## src/rtl/int_to_float_module_if.sv

```systemverilog
// Handshake bundle between the conversion sequencer and the int-to-float
// converter: level-held run enable and operand in, packed float and status out.
interface int_to_float_module_if;
   logic        Start_Sig;
   logic [31:0] Data_In;
   logic [31:0] Result;
   logic [2:0]  Done_Sig;

   modport master (
      output Start_Sig,
      output Data_In,
      input  Result,
      input  Done_Sig
   );

   modport slave (
      input  Start_Sig,
      input  Data_In,
      output Result,
      output Done_Sig
   );
endinterface

```

## src/rtl/int_to_float_module.sv

```systemverilog
// Multi-cycle signed 32-bit integer to IEEE-754 single-precision converter.
// Load, zero check, iterative normalise (coarse byte steps then single bits),
// half-up rounding on the guard bit, then a one-cycle done pulse.
// Every state advances only while Start_Sig is high; otherwise all state holds.
module int_to_float_module #(
   parameter int EXP_BIAS    = 127,
   parameter int COARSE_STEP = 8
) (
   input logic                  CLK,
   input logic                  RSTn,
   int_to_float_module_if.slave bus
);

   localparam logic [7:0] EXP_PRELOAD = 8'(EXP_BIAS + 31);
   localparam logic [7:0] EXP_COARSE  = 8'(COARSE_STEP);

   typedef enum logic [2:0] {
      S_LOAD  = 3'd0,
      S_ZERO  = 3'd1,
      S_NORM  = 3'd2,
      S_ROUND = 3'd3,
      S_DONE  = 3'd4,
      S_CLEAR = 3'd5
   } state_t;

   state_t      state_r;
   logic [32:0] mag_r;       // 33 bits so the magnitude of -2^31 is exact
   logic [7:0]  exp_r;
   logic        sign_r;
   logic [31:0] result_r;
   logic        inexact_r;
   logic        zero_r;
   logic        done_r;

   logic [22:0] man_s;
   logic [7:0]  exp_rnd_s;
   logic        inexact_s;

   // Round the normalised magnitude half-up on the guard bit; a carry out of
   // an all-ones mantissa wraps it to zero and bumps the exponent instead.
   always_comb begin
      man_s     = mag_r[30:8];
      exp_rnd_s = exp_r;
      inexact_s = |mag_r[7:0];
      if (mag_r[7]) begin
         if (&mag_r[30:8]) begin
            man_s     = 23'd0;
            exp_rnd_s = exp_r + 8'd1;
         end else begin
            man_s     = mag_r[30:8] + 23'd1;
         end
      end else begin
         man_s     = mag_r[30:8];
      end
   end

   // Conversion FSM with registered outputs; advances only while Start_Sig is high.
   always_ff @(posedge CLK or negedge RSTn) begin
      if (!RSTn) begin
         state_r   <= S_LOAD;
         mag_r     <= 33'd0;
         exp_r     <= 8'd0;
         sign_r    <= 1'b0;
         result_r  <= 32'd0;
         inexact_r <= 1'b0;
         zero_r    <= 1'b0;
         done_r    <= 1'b0;
      end else if (bus.Start_Sig) begin
         case (state_r)
            S_LOAD: begin
               if (bus.Data_In[31]) begin
                  mag_r <= {1'b0, ~bus.Data_In} + 33'd1;
               end else begin
                  mag_r <= {1'b0, bus.Data_In};
               end
               sign_r    <= bus.Data_In[31];
               exp_r     <= EXP_PRELOAD;
               zero_r    <= 1'b0;
               inexact_r <= 1'b0;
               state_r   <= S_ZERO;
            end
            S_ZERO: begin
               // A zero operand packs as +0 regardless of sign.
               if (mag_r == 33'd0) begin
                  result_r <= 32'h0000_0000;
                  zero_r   <= 1'b1;
                  state_r  <= S_DONE;
               end else begin
                  state_r  <= S_NORM;
               end
            end
            S_NORM: begin
               if (mag_r[31]) begin
                  state_r <= S_ROUND;
               end else if (mag_r[31:24] == 8'd0) begin
                  mag_r   <= mag_r << COARSE_STEP;
                  exp_r   <= exp_r - EXP_COARSE;
               end else begin
                  mag_r   <= mag_r << 1;
                  exp_r   <= exp_r - 8'd1;
               end
            end
            S_ROUND: begin
               inexact_r <= inexact_s;
               exp_r     <= exp_rnd_s;
               result_r  <= {sign_r, exp_rnd_s, man_s};
               state_r   <= S_DONE;
            end
            S_DONE: begin
               done_r  <= 1'b1;
               state_r <= S_CLEAR;
            end
            S_CLEAR: begin
               done_r  <= 1'b0;
               state_r <= S_LOAD;
            end
            default: begin
               done_r  <= 1'b0;
               state_r <= S_LOAD;
            end
         endcase
      end
   end

   assign bus.Result   = result_r;
   assign bus.Done_Sig = {inexact_r, zero_r, done_r};

endmodule

```

## src/flat_wrapper.sv

```systemverilog
// flat-port wrapper written by rule: the top's interface ports become plain ports
module int_to_float_module_flat 
#(
   parameter int EXP_BIAS    = 127,
   parameter int COARSE_STEP = 8
)
  (CLK, RSTn, bus_Start_Sig, bus_Data_In, bus_Result, bus_Done_Sig);
  int_to_float_module_if bus_i ();
  input logic CLK;
  input logic RSTn;
  input wire logic [$bits(bus_i.Start_Sig)-1:0] bus_Start_Sig;
  input wire logic [$bits(bus_i.Data_In)-1:0] bus_Data_In;
  output wire logic [$bits(bus_i.Result)-1:0] bus_Result;
  output wire logic [$bits(bus_i.Done_Sig)-1:0] bus_Done_Sig;
  assign bus_i.Start_Sig = bus_Start_Sig;
  assign bus_i.Data_In = bus_Data_In;
  assign bus_Result = bus_i.Result;
  assign bus_Done_Sig = bus_i.Done_Sig;
  int_to_float_module #(.EXP_BIAS(EXP_BIAS), .COARSE_STEP(COARSE_STEP)) u_core (.CLK(CLK), .RSTn(RSTn), .bus(bus_i));
endmodule
```

## config.mk

```make
export PLATFORM = sky130hd
export DESIGN_NAME = int_to_float_module_flat
export DESIGN_NICKNAME = d
export VERILOG_FILES = /design/src/rtl/int_to_float_module_if.sv /design/src/rtl/int_to_float_module.sv /design/src/flat_wrapper.sv
export SDC_FILE = /design/constraint.sdc
export NUM_CORES = 1
export LEC_CHECK = 0
export CAP_MARGIN = 15
export CORE_UTILIZATION = 51
export CTS_CLUSTER_DIAMETER = 100
export DETAILED_ROUTE_END_ITERATION = 7
export PLACE_DENSITY = 0.87
export SLEW_MARGIN = 20
export SYNTH_ARGS = -nofsm -noshare
export SYNTH_HDL_FRONTEND = slang
export SYNTH_SLANG_ARGS = --single-unit
```

## constraint.sdc

```tcl
create_clock -name CLK -period 3.2 [get_ports CLK]
set_input_delay 0.48 -clock CLK [delete_from_list [all_inputs] [get_ports CLK]]
set_output_delay 0.48 -clock CLK [all_outputs]
set_load 0.005 [all_outputs]
```

-- Word level (Yosys, flattened, before mapping)
Cells that the tools add are included.
- register bits after elaboration: 80
- latch bits: 0
- bits in writable memories: 0
- ROM bits: 0
- bits of input ports: 35
- output and inout port bits: 35
- logic and storage cells: 63
- memories kept: 0
- add/sub/neg operators: 5
- multipliers: 0
- divide/modulo/power cells: 0
- $lt $le $gt $ge: 0
- equal/unequal tests: 7
- shift-type cells: 0
- mux-type cells: 20
- bitwise logic cells: 2
- reduce and logical (&&, ||, !) cells: 20
- operators with widths (kind ; count):
    two-way mux 33 bit ; 3
    one-hot mux 33 bit (2 select lines) ; 1
    one-hot mux 32 bit (2 select lines) ; 1
    two-way mux 23 bit ; 2
    adder 32 x 1 -> 33 bit (second input constant) ; 1
    logical NOT 33 bit ; 1
    two-way mux 32 bit ; 1
    two-way mux 8 bit ; 4
    inverter 32 bit ; 1
    one-hot mux 8 bit (3 select lines) ; 1
    adder 23 x 1 -> 23 bit (second input constant) ; 1
    AND reduction 23 bit ; 1
    one-hot mux 3 bit (5 select lines) ; 1
    AND reduction 3 bit ; 4
    AND reduction 2 bit ; 5
    adder 8 x 1 -> 8 bit (second input constant) ; 1
    logical NOT 8 bit ; 1
    nonzero test 2 bit ; 4
    OR reduction 8 bit ; 1
    subtractor 8 x 1 -> 8 bit (second input constant) ; 1
    subtractor 8 x 4 -> 8 bit (second input constant) ; 1
    equality test 3 x 2 -> 1 bit (second input constant) ; 2
    two-way mux 3 bit ; 2
    one-hot mux 1 bit (2 select lines) ; 3
    9 further kinds ; 10

-- Longest topological paths before layout
- depth in word-level cells: 4
- gate-level depth with buffers: 8
- mapped depth without buffers: 7

-- Worst setup path after synthesis
OpenSTA, ideal clock, no wires.
- kind: input-to-reg
- start point: in bus_Data_In[17]
- end point: reg u_core.mag_r[25]
- library setup time: 0.071 ns
- arrival: 2.453 ns
- slack: 0.677 ns
- stages: 6
- cells stage by stage: or4_4 -> or3_1 -> buf_6 -> or3_4 -> or4_1 -> nand4_1
- cells in the longest elaborated chain, start to end: 4
- ends and longest elaborated chain (element ; RTL line ; RTL):
    start, declared ; flat_wrapper.sv:12 ; input wire logic [$bits(bus_i.Data_In)-1:0] bus_Data_In;
    inverter 32 bit ; int_to_float_module.sv:72 ; mag_r <= {1'b0, ~bus.Data_In} + 33'd1;
    adder 32 x 1 -> 33 bit ; int_to_float_module.sv:72 ;
    two-way mux 33 bit ; int_to_float_module.sv:71 ; if (bus.Data_In[31]) begin
    one-hot mux 33 bit (2 select lines) ; int_to_float_module.sv:69 ; case (state_r)
    end signal, assigned ; int_to_float_module.sv:72 ;
    end signal, assigned ; int_to_float_module.sv:74 ; mag_r <= {1'b0, bus.Data_In};
    end signal, assigned ; int_to_float_module.sv:96 ; mag_r <= mag_r << COARSE_STEP;
    end, declared ; int_to_float_module.sv:27 ; logic [32:0] mag_r;
Every way passes these cells.
A chain may end at the register's enable or synchronous reset.

-- Final worst setup path
- start point: reg u_core.mag_r[8]
- end point: reg u_core.exp_r[7]
- cells in the longest elaborated chain, start to end: 4
- ends and longest elaborated chain (element ; RTL line ; RTL):
    AND reduction 23 bit ; int_to_float_module.sv:46 ; if (&mag_r[30:8]) begin
    two-way mux 8 bit ; int_to_float_module.sv:46 ;
    two-way mux 8 bit ; int_to_float_module.sv:45 ; if (mag_r[7]) begin
    one-hot mux 8 bit (3 select lines) ; int_to_float_module.sv:69 ;
    end signal, assigned ; int_to_float_module.sv:97 ; exp_r <= exp_r - EXP_COARSE;
    end signal, assigned ; int_to_float_module.sv:100 ; exp_r <= exp_r - 8'd1;
    end signal, assigned ; int_to_float_module.sv:105 ; exp_r <= exp_rnd_s;
    end, declared ; int_to_float_module.sv:28 ; logic [7:0] exp_r;
Every way passes these cells.

==> metrics.md <==
| Metric | Value |
|---|---|
| Hold Buf Count CTS | `0` |
| Yosys cell types | `64` |
| Die X | `approximately 110 um` |
| Max-slew violation count | `0` |
| Detailed Routing Iterations Pass 1 | `6` |
| Worst skew pair latency | `about 0.37 ns` |
| RSZ-0062 raised after global routing | `false` |
| Root Buffer | `clkbuf_8` |
| Fin util | `between 60% and 70%` |
| Hold/Removal Path Class | `in2async` |
| CTS Buffer Depth | `2` |
| TritonCTS clock tree | `built` |
| Initial antenna violation count | `0` |
| Outcome | `complete, no violations` |
| Sinks on Clock Net | `80` |
| FMAX | `between 300 and 400 MHz` |
| Largest net degree at the start of global routing | `a little over 80` |
| Fin. Hold Viols | `0` |
| Die ar. | `about 11000 um^2` |
| Syn nets | `656` |
| Flop pwr share | `between 40 and 50%` |
| Power Total | `around 0.005 W` |
| Final Setup Violations | `0` |
| Clock Skew | `0.01635 ns` |
| DRC viols | `0` |
| Worst setup EP type | `flip-flop` |
| Total core area | `10320 um^2` |
| Area leader, netlist | `dfrtp_1` |
| Asr flop ratio synth | `100.0%` |
| Top-level port count | `70` |
| Nets | `around 710` |
| Period utilization | `between 80% and 90%` |
| Synth area leaders | `dfrtp_1 37%, mux2i_1 4.1%, o2bb2ai_1 3.9%` |
| Slew @ Worst Pin | `0.8223 ns` |
| Most instantiated cells after synthesis | `80 x dfrtp_1, 52 x nand2_1, 43 x clkbuf_1` |
| Pre-CTS WS | `~0.20 ns` |
| Worst Path Required | `between 3 and 4 ns` |
| Post-Synthesis Cells | `613` |
| Synthesized area | `5434 um^2` |
| Max_cap viols | `0` |
| WP data arrival | `2.96 ns` |
| Seq cells post-synth | `80` |
| Clk pwr share | `14.1%` |
| FP Rows | `37` |
| Sw power | `roughly 0.0023 W` |
| Vias post-DR | `5276` |
| Initial Util | `52.64%` |
| Critical-path maximum fanout | `7` |
| Post-DP HPWL | `10.64 mm` |
| Count leader, synth | `dfrtp_1` |
| Worst-path clk slew | `around 0.1 ns` |
| Max IR drop VDD | `approximately 0.33 mV` |
| Yosys warning total | `0` |
| Cts repair resizes | `0` |
| Mean post-synth cell area | `8.865 um^2` |
| Grt ovf | `0` |
| Lkg Pwr | `roughly 2.5 nW` |
| PwrDens | `between 800 and 900 nW/um^2` |
| Area added between synthesis and finish | `18.35%` |
| Cts bufs inserted | `9` |
| Max-slew headroom | `44.67%` |
| Gp weighted congestion | `roughly 0.9` |
| Yosys top cell area share | `between 30% and 40%` |
| TNS Setup | `0 ns` |
| WL per Instance | `about 18 um` |
| First-pass GRT wire length | `around 25 mm` |
| Total global-route track usage | `between 20% and 30%` |
| Vias in the first global route | `approximately 5000` |
| Vias/cell | `approximately 6.6` |
| Ys flop type | `dfrtp_1` |
| H-Tree Depth | `3` |
| Sw frac | `~44%` |
| Crit path launch type | `flip-flop` |
| DRT iter0 DRCs | `562` |
| Share of cells above drive strength 1 | `under 10%` |
| Die H | `about 110 um` |
| DRT antenna net count | `0` |
| Number of flops mapped to enable cells by yosys | `0` |
| Antenna diodes | `0` |
| Internal power | `~0.0029 W` |
| Fin worst setup slack | `approximately 0.52 ns` |
| Kind of critical path | `reg2reg` |
| Final WL | `between 10 and 15 mm` |
| Fill cell count | `865` |
| IO buf count | `69` |
| Fin crit period | `2.681 ns` |
| Post-synthesis sequential area ratio | `roughly 37%` |
| Gate power share | `between 40% and 50%` |
| Post-CTS Setup Bufs | `0` |
[metrics by stage]
| step | hold slack [ns] | std cells | cell area [um^2] |
|---|---|---|---|
| after floorplan | 0.1844 | 613 | 5434 |
| after global placement | 0.4628 | 789 | 6242 |
| after detailed placement | 0.4754 | 789 | 6242 |
| after CTS | 0.3218 | 805 | 6427 |
| after global routing | 0.2115 | 805 | 6431 |
| final | 0.1313 | 805 | 6431 |
[logic make-up (layout without fill, tap and decap cells)]
kind of cell	after synthesis	after routing	synth area share, %
XOR/XNOR	43	43	6.931
AO/OA/AOI/OAI	166	166	22.17
AND/OR/NAND/NOR	216	216	21.23
flip-flops	80	80	36.84
buffers and inverters	70	126	5.273
multiplexers	30	30	5.710
adder cells (fa/ha/maj)	8	8	1.842
[final timing paths]
path | startpoint | end | slack (ns) | cells after the start
worst max-delay path | u_core.mag_r[8] | u_core.exp_r[7] | 0.52 | 6
worst min-delay path | RSTn | u_core.bus.Result[29] | 0.13 | 1
worst max register to register | u_core.mag_r[8] | u_core.exp_r[7] | 0.52 | 6
worst min register to register | u_core.bus.Result[28] | u_core.bus.Result[28] | 0.49 | 1
max in group asynchronous | RSTn | u_core.mag_r[20] | 2.55 | 1
min in group CLK | u_core.bus.Result[28] | u_core.bus.Result[28] | 0.49 | 1
[power by group through the flow]
stage	combinational (W)	sequential (W)	clock [W]
finish	0.00233	0.00210	0.000725
global route	0.00254	0.00215	0.000772
CTS	0.00230	0.00206	0.000723
detailed placement	0.00229	0.00207	0
global placement	0.00220	0.00205	0
floorplan	0.00172	0.00170	0
[state kept, by name, summed over array words and instances (netlist names)]
| register | cells |
|---|---|
| u_core.bus.Result | 32 |
| u_core.done_r | 1 |
| u_core.inexact_r | 1 |
| u_core.sign_r | 1 |
| u_core.zero_r | 1 |
| u_core.state_r | 3 |
| u_core.exp_r | 8 |
| u_core.mag_r | 33 |
[worst max-delay path, cell delays in order, from the launching register on]
cell and delay [ns]:
dfrtp_1 0.50, ha_1 0.22, nand4_1 0.32, nor4_1 0.82, nand3_1 0.27, and4_1 0.28, a211oi_1 0.17
[routing by layer]
| metal | vias up | global-route usage [%] | share of wire (%) |
|---|---|---|---|
| li1 | 2407 | - | - |
| met1 | 2507 | 39.64 | 43 |
| met2 | 314 | 42.01 | 45 |
| met3 | 48 | 3.772 | 9.2 |
| met4 | 0 | 10.16 | 2.2 |
| met5 | - | 0 | 0 |
[layout by cell type (no fill, tap or decap), drive strengths merged, types with 9 or more instances in the layout]
master          n
nor2           38
a21oi          23
nand3          22
buf            23
nor3           13
o31ai          14
xnor2          22
clkbuf          9
mux2i          22
nand4          12
nor4           20
dfrtp          80
clkdlybuf4s50  68
nand2          52
or3            11
o21ai          29
o2bb2ai        24
inv            23
xor2           21
[final cells by class]
cell class | count | area (um^2) | area share (%)
Inverter | 19 | 71.32 | 1.109
Multi-Input combinational cell | 463 | 3146 | 48.91
Clock buffer | 9 | 123.9 | 1.926
Timing Repair Buffer | 91 | 857.1 | 13.33
Tap cell | 136 | 170.2 | 2.646
Clock inverter | 7 | 61.31 | 0.9533
Sequential cell | 80 | 2002 | 31.13
No activity file was read; power rests on OpenSTA's default activity.
